File: config.mk
export PLATFORM = sky130hd
export DESIGN_NAME = wb_sram_bridge
export DESIGN_NICKNAME = d
export VERILOG_FILES = /design/src/rtl/wb_sram_bridge_pkg.sv /design/src/rtl/wb_sram_rd_delay.sv /design/src/rtl/wb_sram_bridge.sv
export SDC_FILE = /design/constraint.sdc
export NUM_CORES = 1
export LEC_CHECK = 0
export CORE_UTILIZATION = 39
export CTS_BUF_LIST = sky130_fd_sc_hd__clkbuf_4 sky130_fd_sc_hd__clkbuf_8
export DETAILED_ROUTE_END_ITERATION = 10
export GPL_TIMING_DRIVEN = 0
export PLACE_DENSITY = 0.77
export SLEW_MARGIN = 25
export SYNTH_ARGS = -nofsm -noshare
export SYNTH_HDL_FRONTEND = slang
export SYNTH_SLANG_ARGS = --single-unit
File: constraint.sdc
create_clock -name clk_i -period 3.9 [get_ports clk_i]
set_clock_uncertainty 0.2 [all_clocks]
set_input_delay 0.975 -clock clk_i [delete_from_list [all_inputs] [get_ports clk_i]]
set_output_delay 0.975 -clock clk_i [all_outputs]
set_load 0.05 [all_outputs]
File: src/rtl/wb_sram_bridge_pkg.sv
// Shared types and constants for the Wishbone-to-SRAM bridge.
package wb_sram_bridge_pkg;

  typedef enum logic [2:0] {
    IDLE,
    WRITE,
    READ,
    RWAIT,
    ACK,
    ERR
  } t_wsb_state;

  localparam int C_WSB_MAX_RD_LATENCY = 4;
  // Wide enough to hold the largest legal latency value.
  localparam int C_WSB_CNT_W          = $clog2(C_WSB_MAX_RD_LATENCY + 1);

endpackage

File: src/rtl/wb_sram_rd_delay.sv
// SRAM read-latency tracker: loaded on the read strobe, pulses o_capture in the
// last wait cycle so the caller samples mem_data_i on that edge.
module wb_sram_rd_delay
  import wb_sram_bridge_pkg::*;
#(
  parameter int RD_LATENCY = 1
) (
  input  logic i_clk,
  input  logic i_rst_n,
  input  logic i_start,
  input  logic i_clr,
  output logic o_capture
);

  logic [C_WSB_CNT_W-1:0] r_cnt;

  always_ff @(posedge i_clk) begin
    if (!i_rst_n || i_clr) begin
      r_cnt <= '0;
    end else if (i_start) begin
      r_cnt <= C_WSB_CNT_W'(RD_LATENCY);
    end else if (r_cnt != '0) begin
      r_cnt <= r_cnt - 1'b1;
    end
  end

  // Count hits 0 on the edge that ends this cycle.
  assign o_capture = (r_cnt == C_WSB_CNT_W'(1));

endmodule

File: src/rtl/wb_sram_bridge.sv
// Wishbone pipelined slave in front of a single-port synchronous SRAM.
// Build option WB_SRAM_BYTE_SEL_EN: pass wb_sel_i through as SRAM byte enables.
module wb_sram_bridge
  import wb_sram_bridge_pkg::*;
#(
  parameter int ADDR_WIDTH = 6,
  parameter int DATA_WIDTH = 32,
  parameter int RD_LATENCY = 1
) (
  input  logic                    clk_i,
  input  logic                    rst_n_i,
  input  logic                    wb_cyc_i,
  input  logic                    wb_stb_i,
  input  logic                    wb_we_i,
  input  logic [ADDR_WIDTH+1:0]   wb_adr_i,
  input  logic [DATA_WIDTH/8-1:0] wb_sel_i,
  input  logic [DATA_WIDTH-1:0]   wb_dat_i,
  output logic [DATA_WIDTH-1:0]   wb_dat_o,
  output logic                    wb_ack_o,
  output logic                    wb_err_o,
  output logic                    wb_stall_o,
  output logic                    wb_rty_o,
  output logic [ADDR_WIDTH-1:0]   mem_addr_o,
  output logic [DATA_WIDTH-1:0]   mem_data_o,
  input  logic [DATA_WIDTH-1:0]   mem_data_i,
  output logic                    mem_wr_o,
  output logic                    mem_rd_o,
  output logic [DATA_WIDTH/8-1:0] mem_bwe_o
);

  localparam int NB = DATA_WIDTH / 8;

  t_wsb_state            r_state, w_next;
  logic [ADDR_WIDTH-1:0] r_addr;
  logic [DATA_WIDTH-1:0] r_wdata;
  logic [DATA_WIDTH-1:0] r_rdata;
  logic [NB-1:0]         r_bwe;

  logic w_busy, w_accept, w_sel_ok, w_good;
  logic w_wr, w_rd, w_ack, w_err;
  logic w_start, w_clr, w_cap, w_capture;
  logic w_unused_adr;

  // Byte address LSBs select nothing in a word-wide SRAM.
  assign w_unused_adr = ^wb_adr_i[1:0];

`ifdef WB_SRAM_BYTE_SEL_EN
  assign w_sel_ok = 1'b1;
`else
  assign w_sel_ok = &wb_sel_i;
`endif

  assign w_busy   = (r_state == WRITE) || (r_state == READ) || (r_state == RWAIT);
  assign w_accept = wb_cyc_i && wb_stb_i && !w_busy;
  assign w_good   = w_accept && (!wb_we_i || w_sel_ok);

  always_ff @(posedge clk_i) begin
    if (!rst_n_i) r_state <= IDLE;
    else          r_state <= w_next;
  end

  always_comb begin
    w_next  = r_state;
    w_wr    = 1'b0;
    w_rd    = 1'b0;
    w_ack   = 1'b0;
    w_err   = 1'b0;
    w_start = 1'b0;
    w_clr   = 1'b0;
    w_cap   = 1'b0;
    case (r_state)
      IDLE, ACK, ERR: begin
        w_ack = (r_state == ACK);
        w_err = (r_state == ERR);
        if (!w_accept)    w_next = IDLE;
        else if (!wb_we_i) w_next = READ;
        else if (w_sel_ok) w_next = WRITE;
        else               w_next = ERR;
      end
      WRITE: begin
        w_wr   = 1'b1;
        w_next = wb_cyc_i ? ACK : IDLE;
      end
      READ: begin
        w_rd    = 1'b1;
        w_start = wb_cyc_i;
        w_next  = wb_cyc_i ? RWAIT : IDLE;
      end
      RWAIT: begin
        // An abort drops the outstanding read; its data is never captured.
        if (!wb_cyc_i) begin
          w_clr  = 1'b1;
          w_next = IDLE;
        end else if (w_capture) begin
          w_cap  = 1'b1;
          w_next = ACK;
        end
      end
      default: w_next = IDLE;
    endcase
  end

  wb_sram_rd_delay #(
    .RD_LATENCY (RD_LATENCY)
  ) u_rd_delay (
    .i_clk     (clk_i),
    .i_rst_n   (rst_n_i),
    .i_start   (w_start),
    .i_clr     (w_clr),
    .o_capture (w_capture)
  );

  // SRAM-facing registers only move on transfers that will strobe the SRAM,
  // so they hold steady across rejected writes.
  always_ff @(posedge clk_i) begin
    if (!rst_n_i) begin
      r_addr  <= '0;
      r_wdata <= '0;
      r_bwe   <= '0;
      r_rdata <= '0;
    end else begin
      if (w_good) r_addr <= wb_adr_i[ADDR_WIDTH+1:2];
      if (w_good && wb_we_i) begin
        r_wdata <= wb_dat_i;
`ifdef WB_SRAM_BYTE_SEL_EN
        r_bwe   <= wb_sel_i;
`else
        r_bwe   <= '1;
`endif
      end
      if (w_cap) r_rdata <= mem_data_i;
    end
  end

  assign wb_dat_o   = r_rdata;
  assign wb_ack_o   = w_ack;
  assign wb_err_o   = w_err;
  assign wb_stall_o = w_busy;
  assign wb_rty_o   = 1'b0;
  assign mem_addr_o = r_addr;
  assign mem_data_o = r_wdata;
  assign mem_wr_o   = w_wr;
  assign mem_rd_o   = w_rd;
  assign mem_bwe_o  = w_wr ? r_bwe : '0;

endmodule

# After elaboration in Yosys (flattened, before gate mapping)
# Index checks and enable logic that the tools add are counted.
[word_totals]
regBits = 77
in_bits = 81
output_inout_bits = 80
wordCells = 53
[op_classes]
addsub = 1
n_eq_ne = 7
muxes = 21
n_reduce_logical = 17
[op_table]
columns = ["cell", "count"]
rows = [
  ["$mux 3", 6],
  ["$mux 1", 12],
  ["$pmux 3 s4", 1],
  ["$eq 3x1->1 const B", 2],
  ["$eq 3x2->1 const B", 2],
  ["$eq 3x3->1 const B", 2],
  ["$logic_and 1x1->1", 4],
  ["$logic_or 1x1->1", 4],
  ["$mux 4", 1],
  ["$reduce_and 4->1", 1],
  ["$logic_not 1->1", 3],
  ["$logic_not 3->1", 1],
  ["$ne 3x2->1 const B", 1],
  ["$reduce_bool 3->1", 1],
  ["$reduce_or 3->1", 1],
  ["$sub 3x1->3 const B", 1],
  ["$mux 2", 1],
  ["$reduce_bool 2->1", 1],
  ["$reduce_or 2->1", 1],
]

# Depth between registers and ports, before layout
[depth]
ltp_word = 7
mapped_depth = 8
ltp_nobuf = 6

# Cells and area by module
# A second synthesis with hierarchy kept.
[unflattened]
hier_cells = 373
hier_area_um2 = 3373.2
[modules_own_cells]
columns = ["mod", "n_inst", "cells_each", "area_per_inst_um2", "seq_area_each_um2"]
rows = [
  ["wb_sram_bridge", 1, 353, 3169.3, 1481.4],
  ["wb_sram_rd_delay", 1, 20, 203.9, 60.1],
]

# Worst setup path after synthesis
# Ideal clock, no wire load.
[synth_timing]
kind = "reg2out"
startpoint = "register r_state[0]"
endpoint = "output port mem_bwe_o[1]"
arrival_ps = 2041
required_time_ps = 2725
path_slack_ps = 684
path_stages_with_launch = 6
n_path_buf = 2
cell_sequence = "dfxtp_1 buf_6 nand2_1 nor2_1 and2_1 buf_4"
[synth_between]
elab_chain_len = 3
[synth_lines]
columns = ["element", "line_no", "rtl"]
rows = [
  ["from (decl)", "wb_sram_bridge.sv:33", "t_wsb_state r_state, w_next;"],
  ["from (signal assigned)", "wb_sram_bridge.sv:59", "else r_state <= w_next;"],
  ["$eq 3x1->1", "wb_sram_bridge.sv:71", "case (r_state)"],
  ["$mux 1", "wb_sram_bridge.sv:71", ""],
  ["named net mem_wr_o", "wb_sram_bridge.sv:26", "output logic mem_wr_o,"],
  ["$mux 4", "wb_sram_bridge.sv:144", "assign mem_bwe_o = w_wr ? r_bwe : '0;"],
  ["to (decl)", "wb_sram_bridge.sv:28", "output logic [DATA_WIDTH/8-1:0] mem_bwe_o"],
]
# The timed path passes the listed nets, and every way through them passes these cells.

# Final worst setup path
[layout_timing]
startpoint = "register r_state[2]"
endpoint = "output port mem_bwe_o[1]"
[layout_between]
elab_chain_len = 3
[layout_lines]
columns = ["element", "line_no"]
rows = [
  ["$eq 3x1->1", "wb_sram_bridge.sv:71"],
  ["$mux 1", "wb_sram_bridge.sv:71"],
  ["$mux 4", "wb_sram_bridge.sv:144"],
]
# No other way between the ends.

==> run_results.csv <==
group,metric,value,unit
global_routing,grt_overflow,0,
synthesis,syn_area_per_cell,8.26,µm²
critical_path,path_class,"reg -> out",
final_layout,final_cells,646,
synthesis,yosysUniqueCellTypes,34,
critical_path,cp_top_family,"buffers and inverters",
placed_design,port-buffer-count,155,
timing,hold_violations,0,
timing,tightest_slew,0.542,ns
placed_design,dp.cells,631,
synthesis,synth_edf_count,0,
timing,min_period,3.29,ns
critical_path,cp_num_buf_inv,3,
routing,routed_via_density,4.81,
placed_design,hpwl,6300,µm
synthesis,synthArstFlopShare,0,
die,die_h,91.0,µm
critical_path,path_cells,"inv_1, nand2_1, nor2_1, and2_1, buf_4, clkdlybuf4s50_1",
job,drv_cap,0,
die,die_area,8280,µm²
routing,drc,0,
placed_design,gp_congestion,0.803,
timing,finalSetupTns,0,ns
power_and_ir_drop,max-vdd-ir-drop,0.173,mV
cts,htreeDepth,3,
critical_path,r2r_slack,2.06,ns
outcome,status,"complete, no violations",
synthesis,ys.flop_type,"dfxtp_1",
synthesis,yosysSeqAreaShare,0.499,
timing,slew_headroom,0.637,
power_and_ir_drop,p_leak,0.00173,µW
timing,grt_setup_unrepaired,"no",
global_routing,grt_pass1_wl,13800,µm
cts,post-cts-setup-buffers,0,
cts,path_clk_slew,0.08,ns
synthesis,yosys_warnings,0,
critical_path,cpMaxStageDelayCell,"clkdlybuf4s50_1",
die,die_w,91.0,µm
critical_path,arrival,2.12,ns
routing,totalWireLength,8320,µm
placed_design,dpl_worst_slack,0.960,ns
timing,slew_violations,0,
synthesis,netlist_instances,374,
timing,setup_ws,0.607,ns
die,rows,32,
routing,drt_first_pass_iters,4,
timing,fmax,304,MHz
worst_hold_path,min_path_type,"reg -> reg",
final_layout,areaGrowthSynthToFinish,60.3,%
die,ioPinCount,161,
synthesis,synth.net_count,458,
power_and_ir_drop,power.density,332,nW/µm²
final_layout,drive_gt1_frac,0.0790,
final_layout,layout.nets,624,
cts,clockBufferDepth,2,
global_routing,grt_max_degree,13,
final_layout,diodes,0,
critical_path,startpoint_type,"flop",
synthesis,syn_area,3090,µm²
cts,cts_hold_buf,0,
die,initial_core_util,0.402,
cts,numCtsBuffers,9,
timing,setup_viol,0,
cts,cts_root_buf,"clkbuf_8",
critical_path,slowest_delay,0.79,ns
global_routing,grt_usage,0.206,
critical_path,cp_data_required_time,2.72,ns
routing,drtIter0Drc,93,
critical_path,cp_max_fo,5,
routing,dr_total_vias,3105,
global_routing,antenna_found_initial,0,
routing,wl_per_cell,12.9,µm
cts,cts.sinks,77,
critical_path,end_kind,"output pin",
cts,post_cts_resized,0,
cts,worstSkewPairLatency,0.34,ns
cts,cts_tree,"done",
routing,final_antenna_net_count,0,
timing,finalCritPeriodShare,0.844,
synthesis,ys_ff_latch,77,
global_routing,grt_pass1_vias,3030,
die,core_area,7690,µm²
==> power by group <==
part | leakage [µW] | switching [µW] | internal [µW] | total [µW]
Sequential | 0.000622 | 11.4 | 806 | 817
Clock | 0.0000953 | 275 | 296 | 571
Combinational | 0.00102 | 123 | 134 | 257
==> path summary, 6_finish.rpt <==
| check | startpoint | to | cells after the start |
|---|---|---|---|
| worst min-delay path | wb_dat_o[28] | wb_dat_o[28] | 2 |
| worst min register to register | wb_dat_o[28] | wb_dat_o[28] | 2 |
| worst max-delay path | r_state[2] | mem_bwe_o[1] | 6 |
| worst max register to register | r_state[0] | mem_data_o[7] | 5 |
==> per-stage QoR <==
step / hold slack, ns / total power [µW] / cell area [µm²] / utilization
after floorplan: 0.232 / 974 / 3090 / -
after global placement: 0.235 / 1080 / 4770 / 0.620
after detailed placement: 0.244 / 1090 / 4770 / 0.620
after CTS: 0.255 / 1670 / 4950 / 0.644
after global routing: 0.271 / 1730 / 4950 / 0.644
final: 0.252 / 1640 / 4950 / 0.644
==> Yosys cell counts (all sizes together), types with 2 or more instances <==
| cell type | n | share of area |
|---|---|---|
| nand3 | 38 | 0.062 |
| a21boi | 32 | 0.078 |
| clkbuf | 11 | 0.013 |
| nor2 | 5 | 0.0061 |
| buf | 24 | 0.056 |
| a21oi | 3 | 0.0049 |
| nand4 | 2 | 0.0040 |
| nor3 | 4 | 0.0081 |
| o21ai | 42 | 0.068 |
| a211oi | 2 | 0.0049 |
| nand2 | 108 | 0.13 |
| nand2b | 4 | 0.0089 |
| dfxtp | 77 | 0.50 |
| inv | 5 | 0.0061 |
| ha | 3 | 0.012 |
| xnor2 | 2 | 0.0057 |
==> routing by layer <==
metal  GRT usage  wire length [µm]  share of wire  vias to the layer above
met2       0.355              3840           0.46                      134
li1            -                 -              -                     1569
met5           0                 0              0                        -
met4      0.0714               107          0.013                        0
met1       0.234              3520           0.42                     1390
met3      0.0771               860           0.10                       12
==> sequential cells by signal, summed over array words and instances (netlist names) <==
signal            flops
mem_addr_o            6
mem_data_o           32
r_bwe                 1
r_state               3
u_rd_delay.r_cnt      3
wb_dat_o             32
==> worst min-delay path: stages, from the launching register on <==
cell and delay (ns):
dfxtp_1 0.31, nand2_1 0.05, a21boi_1 0.05
==> logic make-up (layout without fill, tap and decap cells) <==
| group | count (synthesis) | count (layout) | synth area share |
|---|---|---|---|
| AOI/OAI and AO/OA | 84 | 84 | 0.168 |
| and+or+nand+nor | 167 | 167 | 0.238 |
| buffers and inverters | 40 | 210 | 0.0757 |
| adders and majority gates | 3 | 3 | 0.0121 |
| other | 1 | 1 | 0.00121 |
| DFF | 77 | 77 | 0.499 |
| xor gates and xnor gates | 2 | 2 | 0.00567 |
==> final cells by class <==
cell class / count / area (µm²)
Inverter: 5 / 18.8
Timing Repair Buffer: 155 / 1550
Sequential cell: 77 / 1540
Fill cell: 685 / 2730
Clock inverter: 5 / 52.6
Clock buffer: 10 / 131
Tap cell: 102 / 128
Buffer: 35 / 215
Multi-Input combinational cell: 257 / 1320
==> placed cells by master (no fill, tap or decap), types with 2 or more instances in the layout <==
cell,n
clkdlybuf4s50_1,155
nand2_1,108
dfxtp_1,77
nand3_1,38
o21ai_0,37
a21boi_0,17
a21boi_1,15
clkbuf_1,11
buf_2,10
buf_4,9
clkbuf_8,9
inv_1,5
buf_6,5
nor2_1,5
o21ai_1,5
nor3_1,3
nand2b_1,3
a21oi_1,3
ha_1,3
clkinv_2,3
nand4_1,2
xnor2_1,2
a211oi_1,2
Power figures use the tool's default switching activity.
